File: src/rtl/regressive_step_counter.sv
// regressive_step_counter
//   Timed down-counter. A rising edge on init_signal loads load_val. The value
//   then steps down by one every TICK_DIV unheld clock cycles until it has
//   shown 0 for a full period. At that point final_signal pulses for one cycle
//   back to the top-level FSM. resta drives the seven-segment printer during
//   the countdown states.
//
//   Optional feature macro: REGRESSIVE_AUTO_RELOAD_EN
//     When defined, the counter reloads the latched start value instead of
//     finishing, pulses final_signal once per lap, and stays busy until it is
//     aborted or reset. The DONE state is not used in that build.
//     When undefined (the default), the counter runs single-shot.
//
//   Parameter constraint: 2**TDW must be greater than TICK_DIV, and TICK_DIV
//   must be at least 2.
module regressive_step_counter #(
    parameter int WIDTH    = 4,
    parameter int TICK_DIV = 25000000,
    parameter int TDW      = 25
) (
    input  logic             clk,
    input  logic             reset,
    input  logic             init_signal,
    input  logic [WIDTH-1:0] load_val,
    input  logic             hold,
    input  logic             abort,
    output logic [WIDTH-1:0] resta,
    output logic             final_signal,
    output logic             busy
);

    typedef enum logic [1:0] {
        IDLE  = 2'd0,
        COUNT = 2'd1,
        DONE  = 2'd2
    } state_t;

    localparam logic [TDW-1:0]   PRE_LAST = TDW'(TICK_DIV - 1);
    localparam logic [TDW-1:0]   PRE_ONE  = TDW'(1);
    localparam logic [WIDTH-1:0] VAL_ONE  = WIDTH'(1);

    state_t         state;
    logic [TDW-1:0] prescaler;
    logic           init_q;
    logic           start;
    logic           at_last;

`ifdef REGRESSIVE_AUTO_RELOAD_EN
    // Start value kept for reloading at the end of every lap.
    logic [WIDTH-1:0] load_reg;
`endif

    // A start is a 0->1 transition only, so a held-high request never
    // retriggers the counter.
    assign start   = init_signal & ~init_q;
    assign at_last = (prescaler == PRE_LAST);

    // Delay init_signal by one cycle for edge detection.
    always_ff @(posedge clk or posedge reset) begin
        if (reset) begin
            init_q <= 1'b0;
        end else begin
            // NOTE: sequential state uses non-blocking assignments, so every
            // register sees pre-edge values regardless of statement order.
            init_q <= init_signal;
        end
    end

    // Control FSM with the prescaler, the count value and the registered outputs.
    always_ff @(posedge clk or posedge reset) begin
        if (reset) begin
            state        <= IDLE;
            prescaler    <= '0;
            resta        <= '0;
            final_signal <= 1'b0;
            busy         <= 1'b0;
`ifdef REGRESSIVE_AUTO_RELOAD_EN
            load_reg     <= '0;
`endif
        end else begin
            case (state)
                IDLE: begin
                    // resta keeps showing the last value until the next start.
                    final_signal <= 1'b0;
                    busy         <= 1'b0;
                    if (start) begin
                        resta     <= load_val;
`ifdef REGRESSIVE_AUTO_RELOAD_EN
                        load_reg  <= load_val;
`endif
                        prescaler <= '0;
                        busy      <= 1'b1;
                        state     <= COUNT;
                    end
                end

                COUNT: begin
                    // The completion pulse lasts one cycle. This also clears a
                    // pulse raised in the previous cycle of an auto-reload lap.
                    final_signal <= 1'b0;
                    if (abort) begin
                        // abort beats hold and tick. resta keeps its value and
                        // no completion pulse is raised.
                        prescaler <= '0;
                        busy      <= 1'b0;
                        state     <= IDLE;
                    end else if (!hold) begin
                        if (at_last) begin
                            prescaler <= '0;
                            if (resta != '0) begin
                                resta <= resta - VAL_ONE;
                            end else begin
                                final_signal <= 1'b1;
`ifdef REGRESSIVE_AUTO_RELOAD_EN
                                resta        <= load_reg;
`else
                                busy         <= 1'b0;
                                state        <= DONE;
`endif
                            end
                        end else begin
                            prescaler <= prescaler + PRE_ONE;
                        end
                    end
                end

                DONE: begin
                    // Single-cycle completion state. A start edge seen here is
                    // dropped because IDLE only looks at the current edge.
                    final_signal <= 1'b0;
                    busy         <= 1'b0;
                    state        <= IDLE;
                end

                default: begin
                    final_signal <= 1'b0;
                    busy         <= 1'b0;
                    prescaler    <= '0;
                    state        <= IDLE;
                end
            endcase
        end
    end

endmodule

File: config.mk
export PLATFORM = sky130hd
export DESIGN_NAME = regressive_step_counter
export DESIGN_NICKNAME = d
export VERILOG_FILES = /design/src/rtl/regressive_step_counter.sv
export SDC_FILE = /design/constraint.sdc
export NUM_CORES = 1
export LEC_CHECK = 0
export ABC_CLOCK_PERIOD_IN_PS = 2400
export CAP_MARGIN = 10
export CORE_AREA = 2 2 55 83
export CTS_BUF_LIST = sky130_fd_sc_hd__clkbuf_4 sky130_fd_sc_hd__clkbuf_8
export DETAILED_ROUTE_END_ITERATION = 10
export DIE_AREA = 0 0 57 85
export HOLD_SLACK_MARGIN = 0.1
export PLACE_DENSITY_LB_ADDON = 0.1
export RECOVER_POWER = 50
export REMOVE_ABC_BUFFERS = 1
export SYNTH_ARGS = -nofsm -noshare
export SYNTH_HDL_FRONTEND = slang
export SYNTH_SLANG_ARGS = --single-unit
File: constraint.sdc
create_clock -name clk -period 2.4 [get_ports clk]
set_input_delay 0.36 -clock clk [delete_from_list [all_inputs] [get_ports clk]]
set_output_delay 0.36 -clock clk [all_outputs]
set_load 0.01 [all_outputs]
-- Word-level counts from Yosys, hierarchy flattened
Index checks and enable logic that the tools add are counted.
- register bits after elaboration: 34
- bits of input ports: 9
- add/subtract/negate cells: 2
- equality and inequality tests: 11
- multiplexer cells: 28
- bitwise logic cells: 3
- reduce and logical (&&, ||, !) cells: 7
- operator list (kind ; count):
    25-bit two-way mux ; 4
    25-bit case mux with 3 select lines ; 1
    25-bit by 1-bit adder with 25-bit output (second input constant) ; 1
    25-bit == test (second input constant) ; 1
    4-bit two-way mux ; 5
    1-bit two-way mux ; 10
    2-bit two-way mux ; 5
    2-bit inequality test (second input constant) ; 5
    3-bit inequality test (second input constant) ; 3
    4-bit case mux with 2 select lines ; 1
    3-bit AND reduction ; 2
    6-bit AND reduction ; 1
    2-bit case mux with 2 select lines ; 1
    4-bit AND reduction ; 1
    4-bit nonzero test ; 1
    4-bit by 1-bit subtractor with 4-bit output (second input constant) ; 1
    2-bit by 1-bit == test with 1-bit output (second input constant) ; 1
    2-bit == test (second input constant) ; 1
    2-bit logical NOT ; 1
    1-bit NOT ; 2
    1-bit case mux with 2 select lines ; 1
    2-bit nonzero test ; 1
    1-bit bitwise AND ; 1

-- Logic depth before layout (Yosys ltp)
Gate-level depths: netlist (run 1).
- depth after elaboration: 6
- depth in mapped cells: 7
- depth with buffers taken out: 7

-- Worst setup path before layout (run 1)
No wires, ideal clock.
- path kind: register to register
- start point: register prescaler[9]
- end point: register resta[3]
- setup time: 125 ps
- arrival: 1733 ps
- path slack: 542 ps
- cell stages (with the launch flop): 5
- buffers on the path: 0
- period minus slack after synthesis: 1858 ps
- cell sequence: dfrtp_1 -> or4_1 -> or4_4 -> nor4_2 -> nor3_1
- word-level cells in the longest chain between the ends: 3
- RTL lines (element ; line ; RTL):
    from (decl) ; 43 ; logic [TDW-1:0] prescaler;
    from (signal assigned) ; 122 ; prescaler <= prescaler + PRE_ONE;
    25-bit == test ; 56 ; assign at_last = (prescaler == PRE_LAST);
    2-bit inequality test (no source line) ; -- ;
    6-bit AND reduction (no source line) ; -- ;
    to (signal assigned) ; 87 ; resta <= load_val;
    to (signal assigned) ; 111 ; resta <= resta - VAL_ONE;
    to (decl) ; 27 ; output logic [WIDTH-1:0] resta,
Every way passes these cells.
A chain may end at the register's enable or synchronous reset.

-- Worst setup path in the final report (run 1)
- start point: register resta[0]
- end point: register resta[0]
- word-level cells in the longest chain between the ends: 6
- elaborated cells on any way between the ends: 9
- RTL lines (element ; line ; RTL):
    4-bit by 1-bit subtractor with 4-bit output ; 111 ;
    4-bit two-way mux ; 110 ; if (resta != '0) begin
    4-bit two-way mux ; 108 ; if (at_last) begin
    4-bit two-way mux ; 107 ; end else if (!hold) begin
    4-bit two-way mux ; 101 ; if (abort) begin
    4-bit case mux with 2 select lines ; 81 ; case (state)
Several ways; a longest one is shown, not always the timed one. The select of a mux whose other input is x is not followed.

==> flow_metrics.env, run 1 <==
export IMPL_status="finished clean"
export IMPL_min_from="prescaler[14]"
export IMPL_skew_ns=0.00449
export IMPL_syn_to_final_growth_pct=15.8
export IMPL_initial_core_util_pct=48.3
export IMPL_clk_pin_slew_worst_paths_ns=0.07
export IMPL_fin_worst_hold_slack_ns=0.523
export IMPL_core_area_sq_um=4140
export IMPL_hold_viol=0
export IMPL_placed_area_sq_um=2220
export IMPL_drtAntennaViolNets=0
export IMPL_fin_crit_ns=2.06
export IMPL_synth_cells=216
export IMPL_max_slew_margin_pct=45.0
export IMPL_io_buffers=14
export IMPL_maxCapViolations=0
export IMPL_postCtsSetupRepairBufs=0
export IMPL_totalWireLength_mm=4.84
export IMPL_place_congestion=0.945
export IMPL_post_place_ws_ns=0.116
export IMPL_worstMarginPinSlew_ns=0.825
export IMPL_avgViaCountPerCell=6.33
export IMPL_cts_tree="yes"
export IMPL_nets=249
export IMPL_drt_iter0_markers=150
export IMPL_dr_pass1_iters=5
export IMPL_hp_class="flip-flop to flip-flop"
export IMPL_total_power_mw=1.35
export IMPL_critPathLaunchType="flip-flop"
export IMPL_synth_seq_cells=34
export IMPL_grt_util_met1_pct=26.8
export IMPL_min_to="prescaler[14]"
export IMPL_worstSetupPathType="flip-flop to flip-flop"
export IMPL_clock_sinks=34
export IMPL_antenna_found_initial=0
export IMPL_diodes=0
export IMPL_r2r_cells=7
export IMPL_grt_overflow=0
export IMPL_grt_busiest_layer="met2"
export IMPL_grt_usage_pct=22.0
export IMPL_die_x_um=57
export IMPL_seq_area_frac_synth_pct=42.6
export IMPL_clockBufferDepth=2
export IMPL_min_path_cells=1
export IMPL_fin_setup_tns_ns=0
export IMPL_grt_pass1_vias=1800
export IMPL_final_cells=285
export IMPL_synth_distinct_cells=47
export IMPL_synth_ff_type="dfrtp_1"
export IMPL_regArea_sq_um=851
export IMPL_path_max_fanout=5
export IMPL_reg2reg_slack_ns=0.34
export IMPL_synth_edf_count=0
export IMPL_grt_util_met3_pct=3.96
export IMPL_r2r_start="resta[0]"
export IMPL_ys_warn_count=0
export IMPL_grt_setup_unrepaired="false"
export IMPL_post_cts_resized=0
export IMPL_hpwlAfterDp_mm=3.49
export IMPL_ctsHoldBuffers=0
export IMPL_netlist_area_sq_um=2000
export IMPL_final_cell_area_sq_um=2310
export IMPL_cp_arrival_ns=2.28
export IMPL_numCtsBuffers=5
export IMPL_utilization_pct=56.0
export IMPL_irDropWorstVdd_mv=0.567
export IMPL_fin_crit_sh_pct=85.7
export IMPL_postLayoutSetupSlackWorst_ns=0.343
export IMPL_dp_cells=277
export IMPL_reg2reg_to="resta[0]"
export IMPL_die_area_sq_um=4850
export IMPL_p_per_area_nw_per_um2=582
export IMPL_multi_input_area_sq_um=1080
export IMPL_drc=0
export IMPL_rows=29
export IMPL_power_leakage_nw=0.924
export IMPL_setup_violations=0
export IMPL_grt_use_met2_pct=38.3
export IMPL_vias=1804
export IMPL_final_max_slew_viol_count=0
export IMPL_cp_required_ns=2.62
export IMPL_grt_pass1_wl_mm=8.50
export IMPL_fp_dieH_um=85
export IMPL_drive_gt1_share_pct=12.6
export IMPL_nFillCells=392
export IMPL_io_pins=15
export IMPL_cts_max_level=2
export IMPL_cts_root_buf="clkbuf_8"
export IMPL_grt_max_degree=35
export IMPL_async_flop_share_pct=100
export IMPL_avgRoutedWirePerCell_um=17.0
export IMPL_critPathCaptureType="flip-flop"
export IMPL_clock_latency_ns=0.28
export IMPL_fmax_mhz=486
export IMPL_avgSynthCellArea_sq_um=9.26
kinds of logic (layout without fill, tap and decap cells):
group	after synthesis	count (layout)	synth area share, %
XOR/XNOR	9	9	3.94
AND/OR/NAND/NOR	119	119	35.5
flip-flops	34	34	42.6
adder cells (fa/ha/maj)	2	2	1.25
AO/OA/AOI/OAI	37	37	12.6
buffers and inverters	14	37	3.63
multiplexers	1	1	0.501
how the worst max path moves through the flow:
stage / startpoint / end / slack (ns)
6_report: resta[0] / resta[0] / 0.34
5_1_grt: prescaler[14] / prescaler[21] / 0.14
4_1_cts: prescaler[2] / prescaler[9] / 0.36
3_5_place_dp: hold / prescaler[9] / 0.12
3_3_place_gp: hold / prescaler[3] / 0.21
2_1_floorplan: state[1] / prescaler[21] / -0.25
synthesized netlist by cell type, types with 4 or more instances:
cell type  instances  area (sq um)
a31oi_1            4          25.0
xnor2_1            9          78.8
nor2_1            13          48.8
nand2b_1           4          25.0
nand3_1           20           100
and3_1             7          43.8
nor4_1            11          68.8
and4_1             6          52.6
buf_2              4          20.0
dfrtp_1           34           851
a21oi_1            6          30.0
nor3_1             6          30.0
nand2_1           21          78.8
o31ai_1            5          37.5
o21ai_0            8          40.0
inv_1              5          18.8
nand4_1            7          43.8
metal layers:
metal / up-vias / share of wire, % / wire length [um]
met1: 890 / 43 / 2090
met3: 8 / 2.7 / 132
met2: 40 / 53 / 2550
li1: 866 / - / -
met5: - / 0 / 0
met4: 0 / 1.3 / 63
sequential cells by signal (all words and copies together), names as in the netlist:
register and cells:
resta 4, busy 1, prescaler 25, state 2
final_signal 1, init_q 1
cell type report:
type | instances | share of cell area [%]
multi-input combinational | 168 | 46.6
sequential | 34 | 36.8
timing repair buffer | 24 | 9.19
clock buffer | 7 | 3.89
tap | 46 | 2.49
inverter | 5 | 0.811
clock inverter | 1 | 0.216
placed cells by master, fill, tap and decap left out, drive strengths merged, types with 5 or more instances in the layout:
cell type and count:
nor3 6, clkdlybuf4s50 10, nand2 21, clkbuf 8, a31oi 5, nor2 14, inv 5, and3 8
nand3 20, a21oi 6, nor4 12, xnor2 9, o21ai 9, buf 9, dfrtp 34, and4 6
nand4 7, o31ai 5
critical path, cell delays in order (launching register included):
cell	delay (ns)
dfrtp_1	0.41
inv_1	0.10
ha_1	0.26
nor3b_1	0.17
o31ai_1	0.52
nand4_1	0.16
o221ai_1	0.24
a31o_2	0.14
where the power goes:
| part | switching [mW] | leakage, nW | internal, mW |
|---|---|---|---|
| clock | 0.201 | 0.0517 | 0.243 |
| sequential | 0.0386 | 0.462 | 0.601 |
| combinational | 0.145 | 0.410 | 0.120 |
Power figures use the tool's default switching activity.
==> run 2, diff against run 1 <==
--- a/config.mk
+++ b/config.mk
@@ -7,10 +7,10 @@
 export LEC_CHECK = 0
 export ABC_CLOCK_PERIOD_IN_PS = 2400
 export CAP_MARGIN = 10
-export CORE_AREA = 2 2 55 83
+export CORE_AREA = 2 2 61 75
 export CTS_BUF_LIST = sky130_fd_sc_hd__clkbuf_4 sky130_fd_sc_hd__clkbuf_8
 export DETAILED_ROUTE_END_ITERATION = 10
-export DIE_AREA = 0 0 57 85
+export DIE_AREA = 0 0 63 77
 export HOLD_SLACK_MARGIN = 0.1
 export PLACE_DENSITY_LB_ADDON = 0.1
 export RECOVER_POWER = 50
==> run 2 against run 1 <==
  * Cell count grew 3.5%
  * Clock power decreased by 1%
  * Wire length down 3.0%
  * Largest power group unchanged
  * Setup slack improved by 0.017 ns
  * Largest cell class unchanged
==> flow_metrics.env, run 2 (same netlist as run 1, synthesis figures left out) <==
export IMPL_status="finished clean"
export IMPL_final_max_slew_viol_count=0
export IMPL_initial_core_util_pct=48.4
export IMPL_utilization_pct=56.3
export IMPL_final_cell_area_sq_um=2330
export IMPL_p_sw_share_pct=27.8
export IMPL_clock_latency_ns=0.28
export IMPL_core_area_sq_um=4130
export IMPL_numCtsBuffers=5
export IMPL_drt_iter0_markers=97
export IMPL_maxCapViolations=0
export IMPL_regArea_sq_um=851
export IMPL_avgRoutedWirePerCell_um=15.9
export IMPL_clk_pin_slew_worst_paths_ns=0.07
export IMPL_critPathCaptureType="flip-flop"
export IMPL_largest_register="prescaler"
export IMPL_p_switching_mw=0.372
export IMPL_postCtsSetupRepairBufs=0
export IMPL_antenna_found_initial=0
export IMPL_power_leakage_nw=0.924
export IMPL_seq_power_share_pct=47.6
export IMPL_worstMarginPinSlew_ns=0.852
export IMPL_largest_reg_flops=25
export IMPL_fmax_mhz=490
export IMPL_cp_arrival_ns=2.20
export IMPL_final_cell_mix="dfrtp_1, nand2_1, nand3_1"
export IMPL_grt_pass1_wl_mm=8.20
export IMPL_grt_setup_unrepaired="false"
export IMPL_cts_root_buf="clkbuf_8"
export IMPL_post_cts_resized=0
export IMPL_final_common_cell="dfrtp_1"
export IMPL_fin_crit_ns=2.04
export IMPL_grt_pass1_vias=1824
export IMPL_clockBufferDepth=2
export IMPL_fp_dieH_um=77
export IMPL_irDropWorstVdd_mv=0.388
export IMPL_die_x_um=63
export IMPL_grt_max_degree=35
export IMPL_p_comb_share_pct=19.6
export IMPL_setup_violations=0
export IMPL_grt_overflow=0
export IMPL_totalWireLength_mm=4.69
export IMPL_skew_ns=0.00287
export IMPL_avgViaCountPerCell=6.17
export IMPL_hp_class="flip-flop to flip-flop"
export IMPL_dr_pass1_iters=4
export IMPL_p_per_area_nw_per_um2=575
export IMPL_nFillCells=377
export IMPL_ctsHoldBuffers=0
export IMPL_cts_tree="yes"
export IMPL_io_buffers=14
export IMPL_drc=0
export IMPL_max_slew_margin_pct=43.2
export IMPL_fin_crit_sh_pct=85.0
export IMPL_drtAntennaViolNets=0
export IMPL_die_area_sq_um=4850
export IMPL_io_pins=15
export IMPL_cp_required_ns=2.56
export IMPL_placed_area_sq_um=2230
export IMPL_clock_sinks=34
export IMPL_grt_usage_pct=20.5
export IMPL_hold_viol=0
export IMPL_internal_power_mw=0.966
export IMPL_hpwlAfterDp_mm=3.41
export IMPL_rows=26
export IMPL_p_clk_share_pct=32.8
export IMPL_reg_largest_list="prescaler x25, resta x4, state x2"
export IMPL_critPathLaunchType="flip-flop"
export IMPL_syn_to_final_growth_pct=16.4
export IMPL_cts_max_level=2
export IMPL_path_max_fanout=10
export IMPL_drive_gt1_share_pct=12.6
export IMPL_place_congestion=0.875
export IMPL_diodes=0
export IMPL_nets=249
export IMPL_vias=1821
export IMPL_multi_input_area_sq_um=1080
export IMPL_worstSetupPathType="flip-flop to flip-flop"
## run 2: cell counts in the layout (fill, tap and decap cells not counted)
No cell type changed its count.
## run 2: path summary, 6_finish.rpt
kind | from | endpoint | slack, ns | cells past startpoint
min in group asynchronous | reset | state[0] | 0.78 | 3
max reg2reg | prescaler[3] | resta[3] | 0.36 | 5
max in group asynchronous | reset | prescaler[18] | 1.09 | 3
min reg2reg | prescaler[1] | prescaler[1] | 0.51 | 2
min | prescaler[1] | prescaler[1] | 0.51 | 2
max | prescaler[3] | resta[3] | 0.36 | 5
## run 2: layout make-up
type / count / area share (%)
inverter: 5 / 0.806
tap: 56 / 3.01
multi-input combinational: 168 / 46.4
timing repair buffer: 24 / 9.14
sequential: 34 / 36.6
clock buffer: 7 / 3.87
clock inverter: 1 / 0.215
## run 2: per-layer routing
| layer | routed length [um] | GRT usage [%] | share of wire, % |
|---|---|---|---|
| met1 | 2000 | 25.5 | 43 |
| met2 | 2400 | 34.8 | 51 |
| met3 | 183 | 3.81 | 3.9 |
| met4 | 108 | 8.44 | 2.3 |
| met5 | 0 | 0 | 0 |
## run 2: power by group through the flow
stage / Sequential [mW] / Combinational, mW / Clock, mW
5_1_grt: 0.645 / 0.289 / 0.476
6_report: 0.637 / 0.262 / 0.438
3_5_place_dp: 0.649 / 0.266 / 0
4_1_cts: 0.638 / 0.266 / 0.452
2_1_floorplan: 0.651 / 0.134 / 0
3_3_place_gp: 0.646 / 0.260 / 0
## run 2: per-stage QoR
stage                     total power, mW  std cells  hold WS [ns]  setup slack [ns]  TNS (ns)
final                                1.34        295         0.507             0.360         0
after global routing                 1.41        295         0.539             0.205         0
after CTS                            1.36        295         0.511             0.352         0
after detailed placement            0.914        287         0.495             0.156         0
after global placement              0.906        287         0.487             0.173         0
after floorplan                     0.785        207         0.391            -0.246     -3.68
## run 2: critical path: stages, from the launching register on
cell     delay (ns)
dfrtp_1        0.42
and4_1         0.42
nand3_1        0.14
or4_4          0.58
nor4_2         0.27
nor3_1         0.08
==> run 3, diff against run 2 <==
--- a/config.mk
+++ b/config.mk
@@ -5,7 +5,7 @@
 export SDC_FILE = /design/constraint.sdc
 export NUM_CORES = 1
 export LEC_CHECK = 0
-export ABC_CLOCK_PERIOD_IN_PS = 2400
+export ABC_CLOCK_PERIOD_IN_PS = 1800
 export CAP_MARGIN = 10
 export CORE_AREA = 2 2 61 75
 export CTS_BUF_LIST = sky130_fd_sc_hd__clkbuf_4 sky130_fd_sc_hd__clkbuf_8
==> constraint.sdc (replaced) <==
create_clock -name clk -period 1.8 [get_ports clk]
set_input_delay 0.27 -clock clk [delete_from_list [all_inputs] [get_ports clk]]
set_output_delay 0.27 -clock clk [all_outputs]
set_load 0.01 [all_outputs]
==> run 3 against run 2 <==
  * The run now ends with setup timing left
  * Cell count increased by 22%
  * Wire length increased by 32%
  * Utilization increased by 22 points
  * Via count increased by 17%
  * Largest cell class unchanged
==> flow_metrics.env, run 3 (same netlist as run 1, synthesis figures left out) <==
export IMPL_final_common_cell="buf_4"
export IMPL_die_area_sq_um=4850
export IMPL_initial_core_util_pct=48.4
export IMPL_fin_setup_tns_ns=-0.244
export IMPL_fmax_mhz=545
export IMPL_antenna_found_initial=1
export IMPL_drtAntennaViolNets=0
export IMPL_fin_crit_ns=1.84
export IMPL_cp_arrival_ns=2.07
export IMPL_grt_setup_unrepaired="true"
export IMPL_grt_pass1_wl_mm=9.77
export IMPL_p_clk_share_pct=29.0
export IMPL_drive_gt1_share_pct=46.2
export IMPL_postLayoutSetupSlackWorst_ns=-0.0359
export IMPL_status="finished, violations left"
export IMPL_r2r_start="prescaler[6]"
export IMPL_max_slew_margin_pct=43.1
export IMPL_diodes=0
export IMPL_cts_root_buf="clkbuf_8"
export IMPL_vias=2127
export IMPL_critPathLaunchType="flip-flop"
export IMPL_fp_dieH_um=77
export IMPL_failed_checks="setup timing"
export IMPL_internal_power_mw=1.48
export IMPL_critPathCaptureType="flip-flop"
export IMPL_rows=26
export IMPL_drc=0
export IMPL_hold_viol=0
export IMPL_cp_required_ns=2.03
export IMPL_seq_power_share_pct=40.1
export IMPL_r2r_cells=5
export IMPL_maxCapViolations=0
export IMPL_grt_overflow=0
export IMPL_drt_iter0_markers=142
export IMPL_fin_crit_sh_pct=102
export IMPL_p_comb_share_pct=30.9
export IMPL_min_from="hold"
export IMPL_clock_latency_ns=0.29
export IMPL_worstMarginPinSlew_ns=0.854
export IMPL_final_cell_mix="buf_4, dfrtp_1, nand2_1"
export IMPL_clk_pin_slew_worst_paths_ns=0.07
export IMPL_min_path_cells=5
export IMPL_fin_worst_hold_slack_ns=0.472
export IMPL_power_leakage_nw=1.43
export IMPL_reg2reg_slack_ns=-0.04
export IMPL_hpwlAfterDp_mm=4.06
export IMPL_numCtsBuffers=5
export IMPL_post_place_ws_ns=-0.395
export IMPL_cts_max_level=2
export IMPL_min_to="state[1]"
export IMPL_io_buffers=14
export IMPL_clockBufferDepth=2
export IMPL_syn_to_final_growth_pct=62.5
export IMPL_setup_violations=11
export IMPL_die_x_um=63
export IMPL_largest_reg_flops=25
export IMPL_worstSetupPathType="flip-flop to flip-flop"
export IMPL_totalWireLength_mm=6.21
export IMPL_avgRoutedWirePerCell_um=17.3
export IMPL_path_max_fanout=4
export IMPL_dr_pass1_iters=4
export IMPL_core_area_sq_um=4130
export IMPL_irDropWorstVdd_mv=0.544
export IMPL_avgViaCountPerCell=5.92
export IMPL_skew_ns=0.00625
export IMPL_reg2reg_to="resta[0]"
export IMPL_grt_pass1_vias=2090
export IMPL_clock_sinks=34
export IMPL_nFillCells=280
export IMPL_nets=313
export IMPL_place_congestion=0.851
export IMPL_p_per_area_nw_per_um2=643
export IMPL_p_sw_share_pct=29.1
export IMPL_reg_largest_list="prescaler x25, resta x4, state x2"
export IMPL_largest_register="prescaler"
export IMPL_grt_usage_pct=25.2
export IMPL_cts_tree="yes"
export IMPL_grt_max_degree=35
export IMPL_hp_class="input pin to flip-flop"
export IMPL_final_max_slew_viol_count=0
export IMPL_io_pins=15
export IMPL_p_switching_mw=0.609
## run 3: cell types whose count changed in the layout (fill, tap and decap cells not counted), moves of 3 or more
cell,change
dfrtp_2,+4
nand3_1,-3
nor4b_4,+3
dfrtp_1,-4
nor4_4,+7
buf_6,+13
nor4_1,-9
buf_4,+47
## run 3: layout make-up
class                           instances  area, sq um  area share, %
Multi-Input combinational cell        169         1430           44.0
Sequential cell                        34          856           26.3
Timing Repair Buffer                   87          779           24.0
Clock buffer                            7         90.1           2.77
Tap cell                               56         70.1           2.16
Inverter                                5         18.8          0.578
Clock inverter                          1         5.00          0.154
## run 3: how the worst max path moves through the flow
stage / startpoint / to / slack, ns / cells after the start
6_report: prescaler[6] / resta[0] / -0.04 / 5
5_1_grt: state[1] / resta[3] / -0.12 / 5
4_1_cts: state[0] / resta[3] / -0.05 / 6
3_5_place_dp: hold / prescaler[8] / -0.39 / 6
3_3_place_gp: hold / prescaler[9] / -0.33 / 6
2_1_floorplan: state[1] / prescaler[21] / -0.85 / 5
## run 3: repair_timing
action	CTS	global route
endpoints found under the hold margin	0	0
hold buffers	0	0
cloned	1	1
buffers inserted	6	13
endpoints found under the setup margin	28	25
pin swaps	7	31
gates resized for setup	24	65
## run 3: layer usage
layer | routed length (um) | share of wire [%] | GRT usage (%)
met5 | 0 | 0 | 0
met1 | 2530 | 41 | 30.6
met3 | 235 | 3.8 | 3.96
met2 | 3320 | 53 | 44.9
met4 | 119 | 1.9 | 8.67
## run 3: stage by stage
stage	power, mW	instance area, sq um	std cells	utilization, %
final	2.09	3250	359	78.6
after global routing	2.18	3250	359	78.6
after CTS	1.96	2830	346	68.5
after detailed placement	1.31	2580	331	62.4
after global placement	1.29	2580	331	62.4
after floorplan	1.05	1950	207	-
## run 3: critical path, cell delays in order (launching register included)
cell and delay [ns]:
dfrtp_1 0.42, nor4bb_1 0.35, nand3_1 0.18, or4_4 0.54
o221ai_2 0.18, a31o_2 0.12
## run 3: power groups by stage
stage | Clock, mW | Combinational, mW | Sequential (mW)
2_1_floorplan | 0 | 0.179 | 0.868
3_3_place_gp | 0 | 0.441 | 0.848
6_report | 0.606 | 0.645 | 0.839
5_1_grt | 0.648 | 0.688 | 0.843
4_1_cts | 0.613 | 0.514 | 0.838
3_5_place_dp | 0 | 0.457 | 0.851
